File: src/rtl/alu_sequencer.sv
// alu_sequencer
// Multi-cycle control unit for the 4-bit CPU. Fetches 8-bit instructions
// from a synchronous ROM, decodes them and sequences the external
// combinational ALU and a synchronous data RAM. Holds the accumulator,
// carry flag and program counter.
//
// Ports
//   clk_i, rst_ni            clock, asynchronous active-low reset
//   run_i                    start/resume pulse (honoured in IDLE/HALT)
//   pc_o, instr_i            instruction ROM address / data (1-cycle latency)
//   mem_addr_o, mem_we_o,
//   mem_wdata_o, mem_rdata_i data RAM port (1-cycle read latency)
//   alu_a_o, alu_b_o,
//   alu_oc_o                 ALU operands and operation code
//   alu_result_i, alu_carry_i ALU outputs (combinational)
//   acc_o, carry_o           architectural accumulator and carry flag
//   busy_o, halted_o         status
//
// state  | meaning
// IDLE   | after reset, waiting for run_i
// FETCH  | pc_o presented to the ROM
// DECODE | instr_i valid: latch opcode, advance or load pc
// MEM    | RAM address presented for a read operand
// EXEC   | ALU/RAM operation; acc/carry update on the closing edge
// HALT   | stopped after HLT, waiting for run_i to resume

module alu_sequencer #(
    parameter int ALU_BIT_WIDTH        = 4,
    parameter int OPERATION_CODE_WIDTH = 3,
    parameter int ADDR_WIDTH           = 4
) (
    input  logic                            clk_i,
    input  logic                            rst_ni,
    input  logic                            run_i,
    output logic [ADDR_WIDTH-1:0]           pc_o,
    input  logic [7:0]                      instr_i,
    output logic [ADDR_WIDTH-1:0]           mem_addr_o,
    output logic                            mem_we_o,
    output logic [ALU_BIT_WIDTH-1:0]        mem_wdata_o,
    input  logic [ALU_BIT_WIDTH-1:0]        mem_rdata_i,
    output logic [ALU_BIT_WIDTH-1:0]        alu_a_o,
    output logic [ALU_BIT_WIDTH-1:0]        alu_b_o,
    output logic [OPERATION_CODE_WIDTH-1:0] alu_oc_o,
    input  logic [ALU_BIT_WIDTH-1:0]        alu_result_i,
    input  logic                            alu_carry_i,
    output logic [ALU_BIT_WIDTH-1:0]        acc_o,
    output logic                            carry_o,
    output logic                            busy_o,
    output logic                            halted_o
);

    localparam logic [2:0] S_IDLE   = 3'd0;
    localparam logic [2:0] S_FETCH  = 3'd1;
    localparam logic [2:0] S_DECODE = 3'd2;
    localparam logic [2:0] S_MEM    = 3'd3;
    localparam logic [2:0] S_EXEC   = 3'd4;
    localparam logic [2:0] S_HALT   = 3'd5;

    localparam logic [3:0] OP_NOP  = 4'h0;
    localparam logic [3:0] OP_LDA  = 4'h1;
    localparam logic [3:0] OP_STA  = 4'h2;
    localparam logic [3:0] OP_ADD  = 4'h3;
    localparam logic [3:0] OP_ADDI = 4'h4;
    localparam logic [3:0] OP_SUB  = 4'h5;
    localparam logic [3:0] OP_SUBI = 4'h6;
    localparam logic [3:0] OP_XOR  = 4'h7;
    localparam logic [3:0] OP_AND  = 4'h8;
    localparam logic [3:0] OP_OR   = 4'h9;
    localparam logic [3:0] OP_JMP  = 4'hA;
    localparam logic [3:0] OP_JC   = 4'hB;
    localparam logic [3:0] OP_HLT  = 4'hF;

    logic [2:0]               state_q, state_d;
    logic [ADDR_WIDTH-1:0]    pc_q, pc_d;
    logic [3:0]               op_q, op_d;
    logic [ALU_BIT_WIDTH-1:0] acc_q, acc_d;
    logic                     carry_q, carry_d;
    logic [ADDR_WIDTH-1:0]    addr_q, addr_d;

    logic [3:0]               dec_op;
    logic [ADDR_WIDTH-1:0]    dec_x;

    assign dec_op = instr_i[7:4];
    assign dec_x  = ADDR_WIDTH'(instr_i[3:0]);

    function automatic logic [OPERATION_CODE_WIDTH-1:0] oc_of(input logic [3:0] op);
        logic [OPERATION_CODE_WIDTH-1:0] oc;
        oc = '0;
        case (op)
            OP_ADD:  oc = OPERATION_CODE_WIDTH'(3'b100);
            OP_ADDI: oc = OPERATION_CODE_WIDTH'(3'b101);
            OP_SUB:  oc = OPERATION_CODE_WIDTH'(3'b111);
            OP_SUBI: oc = OPERATION_CODE_WIDTH'(3'b110);
            OP_XOR:  oc = OPERATION_CODE_WIDTH'(3'b001);
            OP_AND:  oc = OPERATION_CODE_WIDTH'(3'b010);
            OP_OR:   oc = OPERATION_CODE_WIDTH'(3'b011);
            default: oc = '0;
        endcase
        return oc;
    endfunction

    always_comb begin
        state_d = state_q;
        pc_d    = pc_q;
        op_d    = op_q;
        acc_d   = acc_q;
        carry_d = carry_q;
        addr_d  = addr_q;
        case (state_q)
            S_IDLE, S_HALT: begin
                if (run_i) state_d = S_FETCH;
            end
            S_FETCH: begin
                state_d = S_DECODE;
            end
            S_DECODE: begin
                op_d    = dec_op;
                pc_d    = pc_q + 1'b1;
                state_d = S_FETCH;
                case (dec_op)
                    OP_JMP: pc_d = dec_x;
                    // JC sees the carry committed by the previous instruction.
                    OP_JC:  if (carry_q) pc_d = dec_x;
                    OP_HLT: state_d = S_HALT;
                    OP_LDA, OP_ADD, OP_SUB, OP_XOR, OP_AND, OP_OR: begin
                        addr_d  = dec_x;
                        state_d = S_MEM;
                    end
                    OP_ADDI, OP_SUBI, OP_STA: begin
                        addr_d  = dec_x;
                        state_d = S_EXEC;
                    end
                    default: state_d = S_FETCH;
                endcase
            end
            S_MEM: begin
                state_d = S_EXEC;
            end
            S_EXEC: begin
                state_d = S_FETCH;
                case (op_q)
                    OP_LDA: acc_d = mem_rdata_i;
                    OP_ADD, OP_ADDI, OP_SUB, OP_SUBI: begin
                        acc_d   = alu_result_i;
                        carry_d = alu_carry_i;
                    end
                    OP_XOR, OP_AND, OP_OR: acc_d = alu_result_i;
                    default: acc_d = acc_q;
                endcase
            end
            default: state_d = S_IDLE;
        endcase
    end

    always_ff @(posedge clk_i or negedge rst_ni) begin
        if (!rst_ni) begin
            state_q <= S_IDLE;
            pc_q    <= '0;
            op_q    <= OP_NOP;
            acc_q   <= '0;
            carry_q <= 1'b0;
            addr_q  <= '0;
        end else begin
            state_q <= state_d;
            pc_q    <= pc_d;
            op_q    <= op_d;
            acc_q   <= acc_d;
            carry_q <= carry_d;
            addr_q  <= addr_d;
        end
    end

    // ALU and write-enable are decoded from the state register so that an
    // asynchronous reset drops them immediately, even mid-STA.
    always_comb begin
        alu_a_o  = '0;
        alu_b_o  = '0;
        alu_oc_o = '0;
        mem_we_o = 1'b0;
        if (state_q == S_EXEC) begin
            alu_a_o  = acc_q;
            alu_b_o  = (op_q == OP_ADDI || op_q == OP_SUBI) ? ALU_BIT_WIDTH'(1) : mem_rdata_i;
            alu_oc_o = oc_of(op_q);
            mem_we_o = (op_q == OP_STA);
        end
    end

    assign pc_o        = pc_q;
    assign mem_addr_o  = addr_q;
    assign mem_wdata_o = acc_q;
    assign acc_o       = acc_q;
    assign carry_o     = carry_q;
    assign busy_o      = (state_q == S_FETCH) || (state_q == S_DECODE) ||
                         (state_q == S_MEM)   || (state_q == S_EXEC);
    assign halted_o    = (state_q == S_HALT);

endmodule

File: config.mk
export PLATFORM = sky130hd
export DESIGN_NAME = alu_sequencer
export DESIGN_NICKNAME = d
export VERILOG_FILES = /design/src/rtl/alu_sequencer.sv
export SDC_FILE = /design/constraint.sdc
export NUM_CORES = 1
export LEC_CHECK = 0
export ABC_AREA = 1
export ABC_CLOCK_PERIOD_IN_PS = 1700
export CORE_MARGIN = 2
export CORE_UTILIZATION = 45
export CTS_BUF_LIST = sky130_fd_sc_hd__clkbuf_8
export DETAILED_ROUTE_END_ITERATION = 10
export PLACE_DENSITY = 0.81
export SLEW_MARGIN = 20
export SYNTH_ARGS = -nofsm -noshare
export SYNTH_HDL_FRONTEND = slang
export SYNTH_SLANG_ARGS = --single-unit
File: constraint.sdc
create_clock -name clk_i -period 1.7 [get_ports clk_i]
set_input_delay 0.17 -clock clk_i [delete_from_list [all_inputs] [get_ports clk_i]]
set_output_delay 0.17 -clock clk_i [all_outputs]
set_load 0.005 [all_outputs]
==> flow_summary.html, run 1 <==
<table>
<tr><th>Metric</th><th>Value</th></tr>
<tr><th colspan="2">Status</th></tr>
<tr><td>Status</td><td>finished clean</td></tr>
<tr><th colspan="2">Finish</th></tr>
<tr><td>Antenna cells</td><td>0</td></tr>
<tr><td>Post-synthesis to final-layout area growth</td><td>58.9%</td></tr>
<tr><td>Fraction of the core area covered by cells at the end of the flow</td><td>74.2%</td></tr>
<tr><td>Share of layout cells above drive strength 1</td><td>20.9%</td></tr>
<tr><td>Final net count</td><td>275</td></tr>
<tr><td>Number of filler cells placed in the layout</td><td>231</td></tr>
<tr><th colspan="2">Timing</th></tr>
<tr><td>Total negative setup slack</td><td>0 ps</td></tr>
<tr><td>Count of final setup violators</td><td>0</td></tr>
<tr><td>Period utilization</td><td>97.1%</td></tr>
<tr><td>Clock Skew</td><td>4.00 ps</td></tr>
<tr><td>Transition time at the pin with the least slew margin</td><td>254 ps</td></tr>
<tr><td>Smallest setup slack after layout</td><td>50.0 ps</td></tr>
<tr><td>Hold Violations, Final</td><td>0</td></tr>
<tr><td>Worst hold slack after final layout</td><td>245 ps</td></tr>
<tr><td>Upper clock frequency limit</td><td>0.606 GHz</td></tr>
<tr><td>Final Critical Period</td><td>1650 ps</td></tr>
<tr><td>Rel. slew slack</td><td>83.0%</td></tr>
<tr><td>Number of pins with negative max-slew slack in the final report</td><td>0</td></tr>
<tr><th colspan="2">Floorplanning</th></tr>
<tr><td>Row count</td><td>19</td></tr>
<tr><td>Top-level I/O count</td><td>51</td></tr>
<tr><td>Core Box Area</td><td>2730 um2</td></tr>
<tr><td>Initial cell density of the core</td><td>46.7%</td></tr>
<tr><td>Height of the die</td><td>57.3 um</td></tr>
<tr><td>Chip width</td><td>57.3 um</td></tr>
<tr><td>Die area</td><td>3280 um2</td></tr>
<tr><th colspan="2">GRT</th></tr>
<tr><td>M1 GR Usage</td><td>28.5%</td></tr>
<tr><td>GR Overflow Total</td><td>0</td></tr>
<tr><td>Wire length of the first global-routing pass</td><td>5.89 mm</td></tr>
<tr><td>Met2 track utilization from global routing</td><td>41.1%</td></tr>
<tr><td>Via count of the first global-routing pass</td><td>1361</td></tr>
<tr><td>GRT Max-Usage Layer</td><td>met2</td></tr>
<tr><td>Total routing usage reported by global routing</td><td>22.3%</td></tr>
<tr><td>Met3 demand-to-capacity share in global routing</td><td>2.27%</td></tr>
<tr><td>Initial antenna violation count</td><td>0</td></tr>
<tr><td>Maximum number of pins on one net before global-route repair</td><td>21</td></tr>
<tr><th colspan="2">Clock network</th></tr>
<tr><td>Number of buffers added to fix hold violations after cts</td><td>0</td></tr>
<tr><td>TritonCTS clock tree</td><td>yes</td></tr>
<tr><td>Root Driver</td><td>sky130_fd_sc_hd__clkbuf_8</td></tr>
<tr><td>Clock transition at the registers of the reported paths</td><td>80 ps</td></tr>
<tr><td>Deepest level of the CTS H-tree</td><td>1</td></tr>
<tr><td>Max Buffers Root-to-Sink</td><td>2</td></tr>
<tr><td>Clock latency reported for the late side of the worst-skew pair</td><td>250 ps</td></tr>
<tr><td>TritonCTS Buffers</td><td>3</td></tr>
<tr><td>Clock sink count</td><td>20</td></tr>
<tr><th colspan="2">Synthesis</th></tr>
<tr><td>Netlist area before placement</td><td>1280 um2</td></tr>
<tr><td>Synth warn</td><td>0</td></tr>
<tr><td>Count of different cell masters after synthesis</td><td>23</td></tr>
<tr><td>Gate Count Post-Synth</td><td>180</td></tr>
<tr><td>Post-synth net total</td><td>201</td></tr>
<tr><td>Synthesized area per cell</td><td>7.09 um2</td></tr>
<tr><td>Sequential element share of the synthesized area</td><td>39.2%</td></tr>
<tr><td>Flip-flop and latch count after synthesis</td><td>20</td></tr>
<tr><th colspan="2">Routing</th></tr>
<tr><td>Total wirelength of the detailed-routed design</td><td>3.54 mm</td></tr>
<tr><td>Drt wl/cell</td><td>12.5 um</td></tr>
<tr><td>Number of detailed-routing iterations run before antenna repair</td><td>4</td></tr>
<tr><td>Number of DRC markers after the initial detailed-route iteration</td><td>63</td></tr>
<tr><td>Number of vias per cell after detailed routing</td><td>5.05</td></tr>
<tr><td>Number of remaining DRC errors</td><td>0</td></tr>
<tr><td>Antenna viol nets, final</td><td>0</td></tr>
<tr><td>Total via count after detailed routing</td><td>1435</td></tr>
<tr><th colspan="2">Place</th></tr>
<tr><td>Global placer's final weighted congestion</td><td>0.793</td></tr>
<tr><td>Final HPWL from detailed placement</td><td>2.60 mm</td></tr>
<tr><td>Quantity of I/O buffers inserted on ports</td><td>50</td></tr>
<tr><td>Pre-CTS worst setup slack</td><td>23.3 ps</td></tr>
<tr><th colspan="2">Pwr</th></tr>
<tr><td>Cell Int Power</td><td>2.15 mW</td></tr>
<tr><td>Peak supply drop</td><td>1090 uV</td></tr>
<tr><td>Power per unit of standard cell area</td><td>1750 nW/um2</td></tr>
<tr><td>Net switching component of the power</td><td>1.40 mW</td></tr>
<tr><td>Combinational group share of total power</td><td>61.0%</td></tr>
<tr><td>Net switching fraction of the power</td><td>39.4%</td></tr>
<tr><td>Part of the power in registers</td><td>25.9%</td></tr>
<tr><td>Leak pwr</td><td>1.09 nW</td></tr>
<tr><td>Clk network pwr share</td><td>13.1%</td></tr>
<tr><th colspan="2">Critical path</th></tr>
<tr><td>Crit path kind</td><td>register to output port</td></tr>
<tr><td>Worst path arrival time</td><td>1480 ps</td></tr>
<tr><td>Startpoint Class</td><td>register</td></tr>
<tr><td>FF-to-FF setup slack</td><td>240 ps</td></tr>
<tr><td>Critical Path End Type</td><td>output port</td></tr>
<tr><td>R2r worst-path depth</td><td>9</td></tr>
<tr><td>Terminus of the critical flop-to-flop path</td><td>acc_o[0]</td></tr>
<tr><td>Reg-to-reg startpoint</td><td>op_q[3]</td></tr>
<tr><td>Data required time at the worst endpoint</td><td>1530 ps</td></tr>
<tr><td>Max FO, Critical Path</td><td>3</td></tr>
<tr><th colspan="2">Run</th></tr>
<tr><td>Number of max-capacitance violations reported</td><td>0</td></tr>
<tr><th colspan="2">Min path</th></tr>
<tr><td>Class of the most critical hold timing path</td><td>primary input to async pin</td></tr>
</table>
-- power groups by stage --
stage	sequential [mW]	clock [mW]	combinational, mW
finish	0.916	0.464	2.16
CTS	0.922	0.471	2.09
global placement	0.942	0	1.83
detailed placement	0.944	0	1.87
floorplan	0.928	0	1.01
global route	0.946	0.489	2.39
-- synth_stat cells (all sizes together) --
cell type / instances / area share [%]
nor2: 18 / 6.6
inv: 26 / 7.6
xor2: 1 / 0.69
nand3: 17 / 9.2
a211oi: 1 / 0.59
o21ai: 19 / 7.5
buf: 5 / 2.7
nand4: 5 / 2.5
nor4: 1 / 0.49
nand2: 60 / 19
o21a: 1 / 0.59
ha: 1 / 0.98
dfrtp: 20 / 39
a21oi: 4 / 1.6
nor3: 1 / 0.39
-- worst max-delay path by stage --
stage | slack (ps) | endpoint | start | cells past startpoint
global route | -10 | mem_we_o | state_q[1] | 6
detailed placement | 20 | mem_we_o | state_q[1] | 6
floorplan | 520 | mem_we_o | state_q[1] | 5
finish | 50 | mem_we_o | op_q[0] | 5
CTS | 5 | alu_oc_o[1] | op_q[0] | 7
global placement | 80 | mem_we_o | state_q[1] | 6
-- area by class of cell --
type / count / area (um2) / share of cell area (%)
timing repair buffer: 74 / 659 / 32.5
multi-input combinational: 129 / 658 / 32.4
sequential: 20 / 503 / 24.8
inverter: 26 / 97.6 / 4.81
clock buffer: 3 / 41.3 / 2.04
tap: 31 / 38.8 / 1.91
clock inverter: 1 / 30.0 / 1.48
-- flip-flops by register name, summed over array words and instances (netlist names) --
name,cells
mem_addr_o,4
state_q,3
pc_o,4
acc_o,4
op_q,4
carry_o,1
-- metrics by stage --
| stage | power [mW] | area [um2] | std cells |
|---|---|---|---|
| floorplan | 1.93 | 1280 | 180 |
| global placement | 2.77 | 1860 | 267 |
| detailed placement | 2.82 | 1860 | 267 |
| CTS | 3.48 | 2020 | 282 |
| global route | 3.82 | 2030 | 284 |
| finish | 3.54 | 2030 | 284 |
-- cells by family after synthesis --
group	share of synthesized area, %
AOI/OAI and AO/OA	10.2
xor gates and xnor gates	0.686
adders and majority gates	0.980
buffers and inverters	10.4
DFF	39.2
and+or+nand+nor	38.5
-- layer usage --
layer  vias to the layer above  wire (um)
met5                         -          0
met4                         0         49
met3                         6        132
met2                        44       1790
met1                       662       1570
li1                        723          -
-- cell usage in the layout (no fill, tap or decap), types with 3 or more instances in the layout --
| master | count |
|---|---|
| sky130_fd_sc_hd__nand4_1 | 5 |
| sky130_fd_sc_hd__nand2_1 | 55 |
| sky130_fd_sc_hd__dfrtp_1 | 18 |
| sky130_fd_sc_hd__dlygate4sd2_1 | 12 |
| sky130_fd_sc_hd__o21ai_1 | 17 |
| sky130_fd_sc_hd__nand3_2 | 4 |
| sky130_fd_sc_hd__buf_4 | 23 |
| sky130_fd_sc_hd__clkbuf_8 | 3 |
| sky130_fd_sc_hd__nand3_1 | 12 |
| sky130_fd_sc_hd__a21oi_1 | 4 |
| sky130_fd_sc_hd__nand2_4 | 4 |
| sky130_fd_sc_hd__inv_2 | 8 |
| sky130_fd_sc_hd__nor2_1 | 15 |
| sky130_fd_sc_hd__clkdlybuf4s50_1 | 36 |
| sky130_fd_sc_hd__inv_1 | 18 |
-- repair_timing --
item,in CTS,in global routing
setup buffers,11,2
setup endpoints to repair,13,3
pin swaps,3,0
gates cloned,0,0
gates resized for setup,22,4
endpoints found under the hold margin,0,0
-- worst max-delay path, cell delays in order, from the launching register on --
cell and delay, ps:
sky130_fd_sc_hd__dfrtp_2 420, sky130_fd_sc_hd__buf_4 140, sky130_fd_sc_hd__inv_1 60, sky130_fd_sc_hd__nand2_1 90, sky130_fd_sc_hd__nor4_1 240, sky130_fd_sc_hd__dlygate4sd2_1 280
No activity file was read; power rests on OpenSTA's default activity.
==> run 2: changes to the inputs <==
Settings changed: SETUP_SLACK_MARGIN set to 0.5.
==> run 2 against run 1 <==
Against the previous run: fmax decreased by 0.72%; largest cell class unchanged; final cell count grew 9.2%; via count is 27% higher.
==> flow_summary.html, run 2 (same netlist as run 1, synthesis figures left out) <==
<table>
<tr><th>Metric</th><th>Value</th></tr>
<tr><th colspan="2">Finish</th></tr>
<tr><td>Number of filler cells placed in the layout</td><td>133 (-42%)</td></tr>
<tr><td>Leading cell type in the layout, fill and taps excluded</td><td>sky130_fd_sc_hd__nand2_1</td></tr>
<tr><td>Fraction of the core area covered by cells at the end of the flow</td><td>90.4% (+16 points)</td></tr>
<tr><td>Most frequent cells in the layout</td><td>sky130_fd_sc_hd__nand2_1 (40), sky130_fd_sc_hd__buf_4 (28), sky130_fd_sc_hd__buf_6 (23), sky130_fd_sc_hd__dfrtp_1 (18), sky130_fd_sc_hd__clkdlybuf4s50_1 (18)</td></tr>
<tr><td>Area used by multi-input combinational logic</td><td>851 um2 (+29%)</td></tr>
<tr><td>Final net count</td><td>301 (+9.5%)</td></tr>
<tr><td>Share of layout cells above drive strength 1</td><td>45.5% (+25 points)</td></tr>
<tr><td>Post-synthesis to final-layout area growth</td><td>93.6%</td></tr>
<tr><td>Antenna cells</td><td>0 (unchanged)</td></tr>
<tr><td>Storage cell area</td><td>503 um2 (unchanged)</td></tr>
<tr><th colspan="2">Floorplanning</th></tr>
<tr><td>Initial cell density of the core</td><td>46.7% (unchanged)</td></tr>
<tr><td>Chip width</td><td>57.3 um (unchanged)</td></tr>
<tr><td>Row count</td><td>19 (unchanged)</td></tr>
<tr><td>Top-level I/O count</td><td>51 (unchanged)</td></tr>
<tr><td>Height of the die</td><td>57.3 um (unchanged)</td></tr>
<tr><td>Die area</td><td>3280 um2 (unchanged)</td></tr>
<tr><td>Core Box Area</td><td>2730 um2 (unchanged)</td></tr>
<tr><th colspan="2">Clock network</th></tr>
<tr><td>Clock sink count</td><td>20 (unchanged)</td></tr>
<tr><td>Root Driver</td><td>sky130_fd_sc_hd__clkbuf_8</td></tr>
<tr><td>TritonCTS clock tree</td><td>yes</td></tr>
<tr><td>Deepest level of the CTS H-tree</td><td>1 (unchanged)</td></tr>
<tr><td>Clock transition at the registers of the reported paths</td><td>80 ps (about the same)</td></tr>
<tr><td>TritonCTS Buffers</td><td>3 (unchanged)</td></tr>
<tr><td>Clock latency reported for the late side of the worst-skew pair</td><td>260 ps (about the same)</td></tr>
<tr><td>Max Buffers Root-to-Sink</td><td>2 (unchanged)</td></tr>
<tr><th colspan="2">Critical path</th></tr>
<tr><td>Startpoint Class</td><td>register</td></tr>
<tr><td>Critical Path End Type</td><td>output port</td></tr>
<tr><td>Max FO, Critical Path</td><td>3 (unchanged)</td></tr>
<tr><td>FF-to-FF setup slack</td><td>70 ps (-170 ps)</td></tr>
<tr><td>Data required time at the worst endpoint</td><td>1530 ps (about the same)</td></tr>
<tr><td>Worst path arrival time</td><td>1490 ps (about the same)</td></tr>
<tr><td>Reg-to-reg startpoint</td><td>op_q[3]</td></tr>
<tr><td>Terminus of the critical flop-to-flop path</td><td>acc_o[0]</td></tr>
<tr><td>R2r worst-path depth</td><td>10 (+1)</td></tr>
<tr><td>Crit path kind</td><td>register to output port</td></tr>
<tr><th colspan="2">Routing</th></tr>
<tr><td>Total via count after detailed routing</td><td>1823 (+27%)</td></tr>
<tr><td>Number of vias per cell after detailed routing</td><td>5.88 (+16%)</td></tr>
<tr><td>Number of remaining DRC errors</td><td>0 (unchanged)</td></tr>
<tr><td>Total wirelength of the detailed-routed design</td><td>6.06 mm (+71%)</td></tr>
<tr><td>Number of DRC markers after the initial detailed-route iteration</td><td>130 (+110%)</td></tr>
<tr><td>Antenna viol nets, final</td><td>0 (unchanged)</td></tr>
<tr><td>Number of detailed-routing iterations run before antenna repair</td><td>6 (+2)</td></tr>
<tr><td>Drt wl/cell</td><td>19.5 um (+57%)</td></tr>
<tr><th colspan="2">Pwr</th></tr>
<tr><td>Leak pwr</td><td>1.28 nW (+17%)</td></tr>
<tr><td>Power per unit of standard cell area</td><td>1940 nW/um2 (+11%)</td></tr>
<tr><td>Peak supply drop</td><td>1440 uV (+32%)</td></tr>
<tr><th colspan="2">Min path</th></tr>
<tr><td>Class of the most critical hold timing path</td><td>primary input to async pin</td></tr>
<tr><th colspan="2">Timing</th></tr>
<tr><td>Clock Skew</td><td>4.29 ps (+0.294 ps)</td></tr>
<tr><td>Upper clock frequency limit</td><td>0.602 GHz (-0.72%)</td></tr>
<tr><td>Hold Violations, Final</td><td>0 (unchanged)</td></tr>
<tr><td>Setup repair after global routing missed its margin</td><td>true</td></tr>
<tr><td>Period utilization</td><td>97.8% (+0.71 points)</td></tr>
<tr><td>Count of final setup violators</td><td>0 (unchanged)</td></tr>
<tr><td>Number of pins with negative max-slew slack in the final report</td><td>0 (unchanged)</td></tr>
<tr><td>Rel. slew slack</td><td>80.1% (-2.9 points)</td></tr>
<tr><td>Transition time at the pin with the least slew margin</td><td>296 ps (+41.7 ps)</td></tr>
<tr><td>Total negative setup slack</td><td>0 ps (unchanged)</td></tr>
<tr><td>Final Critical Period</td><td>1660 ps (+12.0 ps)</td></tr>
<tr><th colspan="2">GRT</th></tr>
<tr><td>Wire length of the first global-routing pass</td><td>7.76 mm (+32%)</td></tr>
<tr><td>Via count of the first global-routing pass</td><td>1684 (+24%)</td></tr>
<tr><td>Total routing usage reported by global routing</td><td>29.9% (+7.7 points)</td></tr>
<tr><td>Maximum number of pins on one net before global-route repair</td><td>21 (unchanged)</td></tr>
<tr><td>Initial antenna violation count</td><td>0 (unchanged)</td></tr>
<tr><td>GR Overflow Total</td><td>0 (unchanged)</td></tr>
<tr><th colspan="2">Place</th></tr>
<tr><td>Quantity of I/O buffers inserted on ports</td><td>50 (unchanged)</td></tr>
<tr><td>Global placer's final weighted congestion</td><td>0.793 (unchanged)</td></tr>
<tr><td>Final HPWL from detailed placement</td><td>2.60 mm (unchanged)</td></tr>
<tr><th colspan="2">Run</th></tr>
<tr><td>Number of max-capacitance violations reported</td><td>0 (unchanged)</td></tr>
<tr><th colspan="2">Status</th></tr>
<tr><td>Status</td><td>finished clean</td></tr>
</table>
## run 2: area by class of cell
type	count	share of cell area, %
sequential	20	20.4
inverter	26	4.76
timing repair buffer	100	36.0
clock inverter	1	1.22
tap	31	1.57
clock buffer	3	1.67
multi-input combinational	129	34.4
## run 2: worst max-delay path by stage
stage / start / end / slack (ps) / cells after the start
global route: op_q[0] / alu_oc_o[2] / 4 / 7
finish: op_q[0] / alu_oc_o[2] / 40 / 7
global placement: state_q[1] / mem_we_o / 80 / 6
detailed placement: state_q[1] / mem_we_o / 20 / 6
floorplan: state_q[1] / mem_we_o / 520 / 5
CTS: op_q[0] / alu_oc_o[2] / 210 / 7
## run 2: per-layer routing
| layer | routed length (um) | part of all wire [%] | vias up | GRT usage [%] |
|---|---|---|---|---|
| met3 | 440 | 7.3 | 44 | 1.36 |
| met5 | 0 | 0 | - | 0 |
| li1 | - | - | 771 | - |
| met1 | 2320 | 38 | 865 | 38.3 |
| met2 | 2980 | 49 | 143 | 55.3 |
| met4 | 320 | 5.3 | 0 | 7.64 |
## run 2: repair_timing
action                                  4_1_cts  5_1_grt
endpoints found under the hold margin         0        0
buffers inserted                             36        3
gates resized for setup                     131       31
hold buffers                                  0        0
endpoints found under the setup margin       46       35
pin swaps                                    22       11
## run 2: critical path: stages (launching register included)
cell	delay [ps]
sky130_fd_sc_hd__dfrtp_2	440
sky130_fd_sc_hd__buf_4	160
sky130_fd_sc_hd__nand2_2	80
sky130_fd_sc_hd__inv_2	40
sky130_fd_sc_hd__o21ai_1	200
sky130_fd_sc_hd__nand2_2	130
sky130_fd_sc_hd__inv_2	80
sky130_fd_sc_hd__buf_2	110
## run 2: through the flow
stage	total power, mW	hold WS [ps]	setup WS, ps	cell area [um2]	instances
finish	4.79	241	38.0	2470	310
global route	4.97	274	3.77	2470	310
CTS	4.15	256	207	2350	307
detailed placement	2.82	486	23.3	1860	267
global placement	2.77	475	75.1	1860	267
floorplan	1.93	-126	524	1280	180
## run 2: power by group
part	switching [mW]	internal, mW
combinational	1.76	1.61
sequential	0.219	0.713
clock	0.170	0.314
total	2.15	2.64
==> run 3: changes to the inputs <==
Settings changed: CORE_UTILIZATION 45 to 48, PLACE_DENSITY 0.81 to 0.85, SLEW_MARGIN 20 to unset.
==> run 3 against run 2 <==
Against the previous run: synthesized cell count unchanged; synthesized area is the same; the flow now stops in global routing.
==> flow_summary.html, run 3 <==
<table>
<tr><th>Metric</th><th>Value</th></tr>
<tr><th colspan="2">Status</th></tr>
<tr><td>Status</td><td>stopped before the end</td></tr>
<tr><td>Stage reached</td><td>global routing</td></tr>
<tr><td>Err</td><td>[ERROR DPL-0038] Utilization greater than 100%, impossible to legalize</td></tr>
<tr><th colspan="2">Place</th></tr>
<tr><td>Global placer's final weighted congestion</td><td>0.820 (+3.4%)</td></tr>
<tr><td>Quantity of I/O buffers inserted on ports</td><td>50 (unchanged)</td></tr>
<tr><td>Pre-CTS worst setup slack</td><td>-14.0 ps (-37.4 ps)</td></tr>
<tr><td>Final HPWL from detailed placement</td><td>2.67 mm (+2.6%)</td></tr>
<tr><th colspan="2">Synthesis</th></tr>
<tr><td>Post-synth ARST share</td><td>100% (unchanged)</td></tr>
<tr><td>Most used flip-flop cell after synthesis</td><td>sky130_fd_sc_hd__dfrtp_1</td></tr>
<tr><td>Post-synth EDFFs</td><td>0 (unchanged)</td></tr>
<tr><td>Synthesized area per cell</td><td>7.09 um2 (unchanged)</td></tr>
<tr><td>Synth warn</td><td>0 (unchanged)</td></tr>
<tr><td>Leading cell types by total area after synthesis</td><td>sky130_fd_sc_hd__dfrtp_1 (39%), sky130_fd_sc_hd__nand2_1 (16%), sky130_fd_sc_hd__o21ai_1 (6.7%)</td></tr>
<tr><td>Post-synth net total</td><td>201 (unchanged)</td></tr>
<tr><td>Netlist area before placement</td><td>1280 um2 (unchanged)</td></tr>
<tr><td>Gate Count Post-Synth</td><td>180 (unchanged)</td></tr>
<tr><td>Library cell with the largest summed area after synthesis</td><td>sky130_fd_sc_hd__dfrtp_1</td></tr>
<tr><td>Flip-flop and latch count after synthesis</td><td>20 (unchanged)</td></tr>
<tr><td>Most frequent cell after synthesis</td><td>sky130_fd_sc_hd__nand2_1</td></tr>
<tr><td>Sequential element share of the synthesized area</td><td>39.2% (unchanged)</td></tr>
<tr><td>Count of different cell masters after synthesis</td><td>23 (unchanged)</td></tr>
<tr><td>Top cells by count, synth</td><td>sky130_fd_sc_hd__nand2_1 (55), sky130_fd_sc_hd__dfrtp_1 (20), sky130_fd_sc_hd__inv_1 (19), sky130_fd_sc_hd__nor2_1 (17), sky130_fd_sc_hd__o21ai_1 (17)</td></tr>
<tr><td>Share of the synthesized area in the top cell type</td><td>39.2% (unchanged)</td></tr>
<tr><th colspan="2">Clock network</th></tr>
<tr><td>Number of buffers added to fix hold violations after cts</td><td>0 (unchanged)</td></tr>
<tr><td>Clock sink count</td><td>20 (unchanged)</td></tr>
<tr><td>Max Buffers Root-to-Sink</td><td>2 (unchanged)</td></tr>
<tr><td>TritonCTS Buffers</td><td>3 (unchanged)</td></tr>
<tr><td>Deepest level of the CTS H-tree</td><td>1 (unchanged)</td></tr>
<tr><td>Root Driver</td><td>sky130_fd_sc_hd__clkbuf_8</td></tr>
<tr><th colspan="2">GRT</th></tr>
<tr><td>Maximum number of pins on one net before global-route repair</td><td>21</td></tr>
<tr><th colspan="2">Floorplanning</th></tr>
<tr><td>Height of the die</td><td>55.6 um (-3.0%)</td></tr>
<tr><td>Initial cell density of the core</td><td>51.1% (+4.4 points)</td></tr>
<tr><td>Row count</td><td>18 (-1)</td></tr>
<tr><td>Top-level I/O count</td><td>51 (unchanged)</td></tr>
<tr><td>Chip width</td><td>55.6 um (-3.0%)</td></tr>
<tr><th colspan="2">Timing</th></tr>
<tr><td>Worst setup endpoint after the global-route repair_timing</td><td>alu_b_o[3]</td></tr>
<tr><td>Pin category terminating the worst setup path after the last repair</td><td>top-level output</td></tr>
</table>
## run 3: cells by family after synthesis
logic type               Yosys count  share of synthesized area, %
AND/OR/NAND/NOR                  102                          38.5
buffers and inverters             31                          10.4
AO/OA/AOI/OAI                     25                          10.2
flip-flops                        20                          39.2
XOR/XNOR                           1                         0.686
adder cells (fa/ha/maj)            1                         0.980
## run 3: what timing repair did
| item | 4_1_cts |
|---|---|
| setup buffers | 37 |
| endpoints found under the setup margin | 47 |
| cloned | 0 |
| resized for setup | 129 |
| hold endpoints to repair | 0 |
| pin swaps | 24 |
## run 3: metrics by stage
step	instances	util [%]	area, um2	hold slack, ps
detailed placement	262	73.3	1830	484
global placement	262	73.3	1830	479
floorplan	180	-	1280	-126
CTS	303	94.0	2350	245
==> run 4: changes to the inputs <==
Settings changed: CORE_UTILIZATION 48 to 35, CTS_BUF_LIST sky130_fd_sc_hd__clkbuf_8 to unset, PLACE_DENSITY 0.85 to unset, PLACE_DENSITY_LB_ADDON set to 0.15, SETUP_SLACK_MARGIN 0.5 to unset.
==> run 4 against run 3 <==
Against the previous run: the run now ends clean.
==> flow_summary.html, run 4 (same netlist as run 1, synthesis figures left out) <==
<table>
<tr><th>Metric</th><th>Value</th></tr>
<tr><th colspan="2">Clock network</th></tr>
<tr><td>TritonCTS clock tree</td><td>yes</td></tr>
<tr><td>Clock transition at the registers of the reported paths</td><td>120 ps</td></tr>
<tr><td>Root Driver</td><td>sky130_fd_sc_hd__clkbuf_4</td></tr>
<tr><td>TritonCTS Buffers</td><td>3 (unchanged)</td></tr>
<tr><td>Max Buffers Root-to-Sink</td><td>2 (unchanged)</td></tr>
<tr><td>Clock sink count</td><td>20 (unchanged)</td></tr>
<tr><td>Deepest level of the CTS H-tree</td><td>1 (unchanged)</td></tr>
<tr><td>Number of buffers added to fix hold violations after cts</td><td>0 (unchanged)</td></tr>
<tr><td>Clock latency reported for the late side of the worst-skew pair</td><td>300 ps</td></tr>
<tr><th colspan="2">Floorplanning</th></tr>
<tr><td>Die area</td><td>4150 um2</td></tr>
<tr><td>Initial cell density of the core</td><td>37.4% (-14 points)</td></tr>
<tr><td>Top-level I/O count</td><td>51 (unchanged)</td></tr>
<tr><td>Core Box Area</td><td>3420 um2</td></tr>
<tr><td>Row count</td><td>21 (+3)</td></tr>
<tr><td>Chip width</td><td>64.4 um (+16%)</td></tr>
<tr><td>Height of the die</td><td>64.4 um (+16%)</td></tr>
<tr><th colspan="2">Min path</th></tr>
<tr><td>Class of the most critical hold timing path</td><td>primary input to async pin</td></tr>
<tr><th colspan="2">Routing</th></tr>
<tr><td>Number of DRC markers after the initial detailed-route iteration</td><td>76</td></tr>
<tr><td>Antenna viol nets, final</td><td>0</td></tr>
<tr><td>Drt wl/cell</td><td>11.2 um</td></tr>
<tr><td>Number of vias per cell after detailed routing</td><td>4.64</td></tr>
<tr><td>Total wirelength of the detailed-routed design</td><td>3.28 mm</td></tr>
<tr><td>Number of remaining DRC errors</td><td>0</td></tr>
<tr><td>Number of detailed-routing iterations run before antenna repair</td><td>6</td></tr>
<tr><td>Total via count after detailed routing</td><td>1356</td></tr>
<tr><th colspan="2">Timing</th></tr>
<tr><td>Clock Skew</td><td>3.28 ps</td></tr>
<tr><td>Smallest setup slack after layout</td><td>66.8 ps</td></tr>
<tr><td>Final Critical Period</td><td>1630 ps</td></tr>
<tr><td>Hold Violations, Final</td><td>0</td></tr>
<tr><td>Upper clock frequency limit</td><td>0.612 GHz</td></tr>
<tr><td>Rel. slew slack</td><td>81.6%</td></tr>
<tr><td>Period utilization</td><td>96.1%</td></tr>
<tr><td>Number of pins with negative max-slew slack in the final report</td><td>0</td></tr>
<tr><td>Transition time at the pin with the least slew margin</td><td>275 ps</td></tr>
<tr><td>Worst hold slack after final layout</td><td>193 ps</td></tr>
<tr><td>Count of final setup violators</td><td>0</td></tr>
<tr><td>Total negative setup slack</td><td>0 ps</td></tr>
<tr><th colspan="2">Place</th></tr>
<tr><td>Pre-CTS worst setup slack</td><td>41.5 ps (+55.6 ps)</td></tr>
<tr><td>Final HPWL from detailed placement</td><td>2.46 mm (-7.9%)</td></tr>
<tr><td>Quantity of I/O buffers inserted on ports</td><td>50 (unchanged)</td></tr>
<tr><td>Instance count after placement with tap cells included</td><td>282 (+7.6%)</td></tr>
<tr><td>Global placer's final weighted congestion</td><td>0.772 (-5.9%)</td></tr>
<tr><th colspan="2">Finish</th></tr>
<tr><td>Most frequent cells in the layout</td><td>sky130_fd_sc_hd__nand2_1 (55), sky130_fd_sc_hd__clkdlybuf4s50_1 (36), sky130_fd_sc_hd__inv_1 (18), sky130_fd_sc_hd__dfrtp_1 (18), sky130_fd_sc_hd__o21ai_1 (17)</td></tr>
<tr><td>Post-synthesis to final-layout area growth</td><td>54.2%</td></tr>
<tr><td>Leading cell type in the layout, fill and taps excluded</td><td>sky130_fd_sc_hd__nand2_1</td></tr>
<tr><td>Share of layout cells above drive strength 1</td><td>21.5%</td></tr>
<tr><td>Final net count</td><td>268</td></tr>
<tr><td>Fraction of the core area covered by cells at the end of the flow</td><td>57.6%</td></tr>
<tr><td>Count of placed standard cells in the final layout, fillers left out</td><td>292</td></tr>
<tr><td>Antenna cells</td><td>0</td></tr>
<tr><th colspan="2">GRT</th></tr>
<tr><td>Total routing usage reported by global routing</td><td>17.5%</td></tr>
<tr><td>Initial antenna violation count</td><td>0</td></tr>
<tr><td>GR Overflow Total</td><td>0</td></tr>
<tr><td>Wire length of the first global-routing pass</td><td>5.66 mm</td></tr>
<tr><td>Maximum number of pins on one net before global-route repair</td><td>21</td></tr>
<tr><td>Via count of the first global-routing pass</td><td>1284</td></tr>
<tr><th colspan="2">Critical path</th></tr>
<tr><td>Startpoint Class</td><td>register</td></tr>
<tr><td>Logic depth of the worst setup path including buffers</td><td>8</td></tr>
<tr><td>WP buf/inv</td><td>4</td></tr>
<tr><td>R2r worst-path depth</td><td>7</td></tr>
<tr><td>Crit path kind</td><td>register to output port</td></tr>
<tr><td>Cell Chain, Critical Path</td><td>buf_4, nand2_1, inv_1, nand2_1, o21ai_1, nand2_1, inv_2, dlygate4sd2_1</td></tr>
<tr><td>Max incr delay on CP</td><td>400 ps</td></tr>
<tr><td>Most repeated library cell on the critical path</td><td>sky130_fd_sc_hd__nand2_1</td></tr>
<tr><td>Library cell contributing the largest single delay on the critical path</td><td>sky130_fd_sc_hd__dfrtp_1</td></tr>
<tr><td>Worst path arrival time</td><td>1460 ps</td></tr>
<tr><td>Max FO, Critical Path</td><td>4</td></tr>
<tr><td>Data required time at the worst endpoint</td><td>1530 ps</td></tr>
<tr><td>CP delay by family, top</td><td>buffers and inverters</td></tr>
<tr><td>Critical Path End Type</td><td>output port</td></tr>
<tr><th colspan="2">Pwr</th></tr>
<tr><td>Leak pwr</td><td>1.03 nW</td></tr>
<tr><td>Power per unit of standard cell area</td><td>1630 nW/um2</td></tr>
<tr><td>Peak supply drop</td><td>734 uV</td></tr>
<tr><th colspan="2">Status</th></tr>
<tr><td>Status</td><td>finished clean</td></tr>
<tr><th colspan="2">Run</th></tr>
<tr><td>Number of max-capacitance violations reported</td><td>0</td></tr>
</table>
## run 4: worst reg2reg max path: cells and delay by family, from the launching register on
kind | cells | cell delay, ps
AND/OR/NAND/NOR | 3 | 380
AO/OA/AOI/OAI | 1 | 60
flip-flops | 1 | 430
buffers and inverters | 3 | 470
## run 4: where the power goes
group | internal (mW) | total (mW) | switching, mW
Combinational | 1.02 | 1.98 | 0.962
Clock | 0.131 | 0.283 | 0.152
Sequential | 0.712 | 0.938 | 0.226
## run 4: timing repair
action | CTS | global route
pin swaps | 0 | 1
setup buffers | 3 | 3
setup endpoints to repair | 13 | 12
gates resized for setup | 24 | 16
## run 4: routing by layer
| metal | global-route usage [%] | share of wire [%] | vias to the layer above |
|---|---|---|---|
| met5 | 0 | 0 | - |
| met4 | 9.84 | 2.1 | 0 |
| met3 | 2.29 | 5.3 | 7 |
| met2 | 28.1 | 46 | 44 |
| met1 | 22.7 | 46 | 595 |
| li1 | - | - | 710 |
## run 4: stage by stage
step                total power [mW]  instance area, um2
global route                    3.52                1970
floorplan                       1.93                1280
CTS                             3.16                1960
detailed placement              2.80                1880
finish                          3.20                1970
global placement                2.79                1880
## run 4: layout make-up
type,instances,area [um2]
Multi-Input combinational cell,129,676
Inverter,26,100
Timing Repair Buffer,67,596
Fill cell,352,1450
Tap cell,46,57.6
Sequential cell,20,503
Clock buffer,4,36.3
## run 4: worst paths after layout
kind | slack [ps] | startpoint | endpoint
worst max-delay path | 70 | op_q[0] | alu_oc_o[2]
worst min-delay path | 190 | rst_ni | mem_addr_o[0]
worst max register to register | 260 | state_q[2] | mem_addr_o[0]
worst min register to register | 500 | mem_addr_o[1] | mem_addr_o[1]
max in group asynchronous | 1270 | rst_ni | op_q[1]
min in group clk_i | 380 | alu_carry_i | carry_o
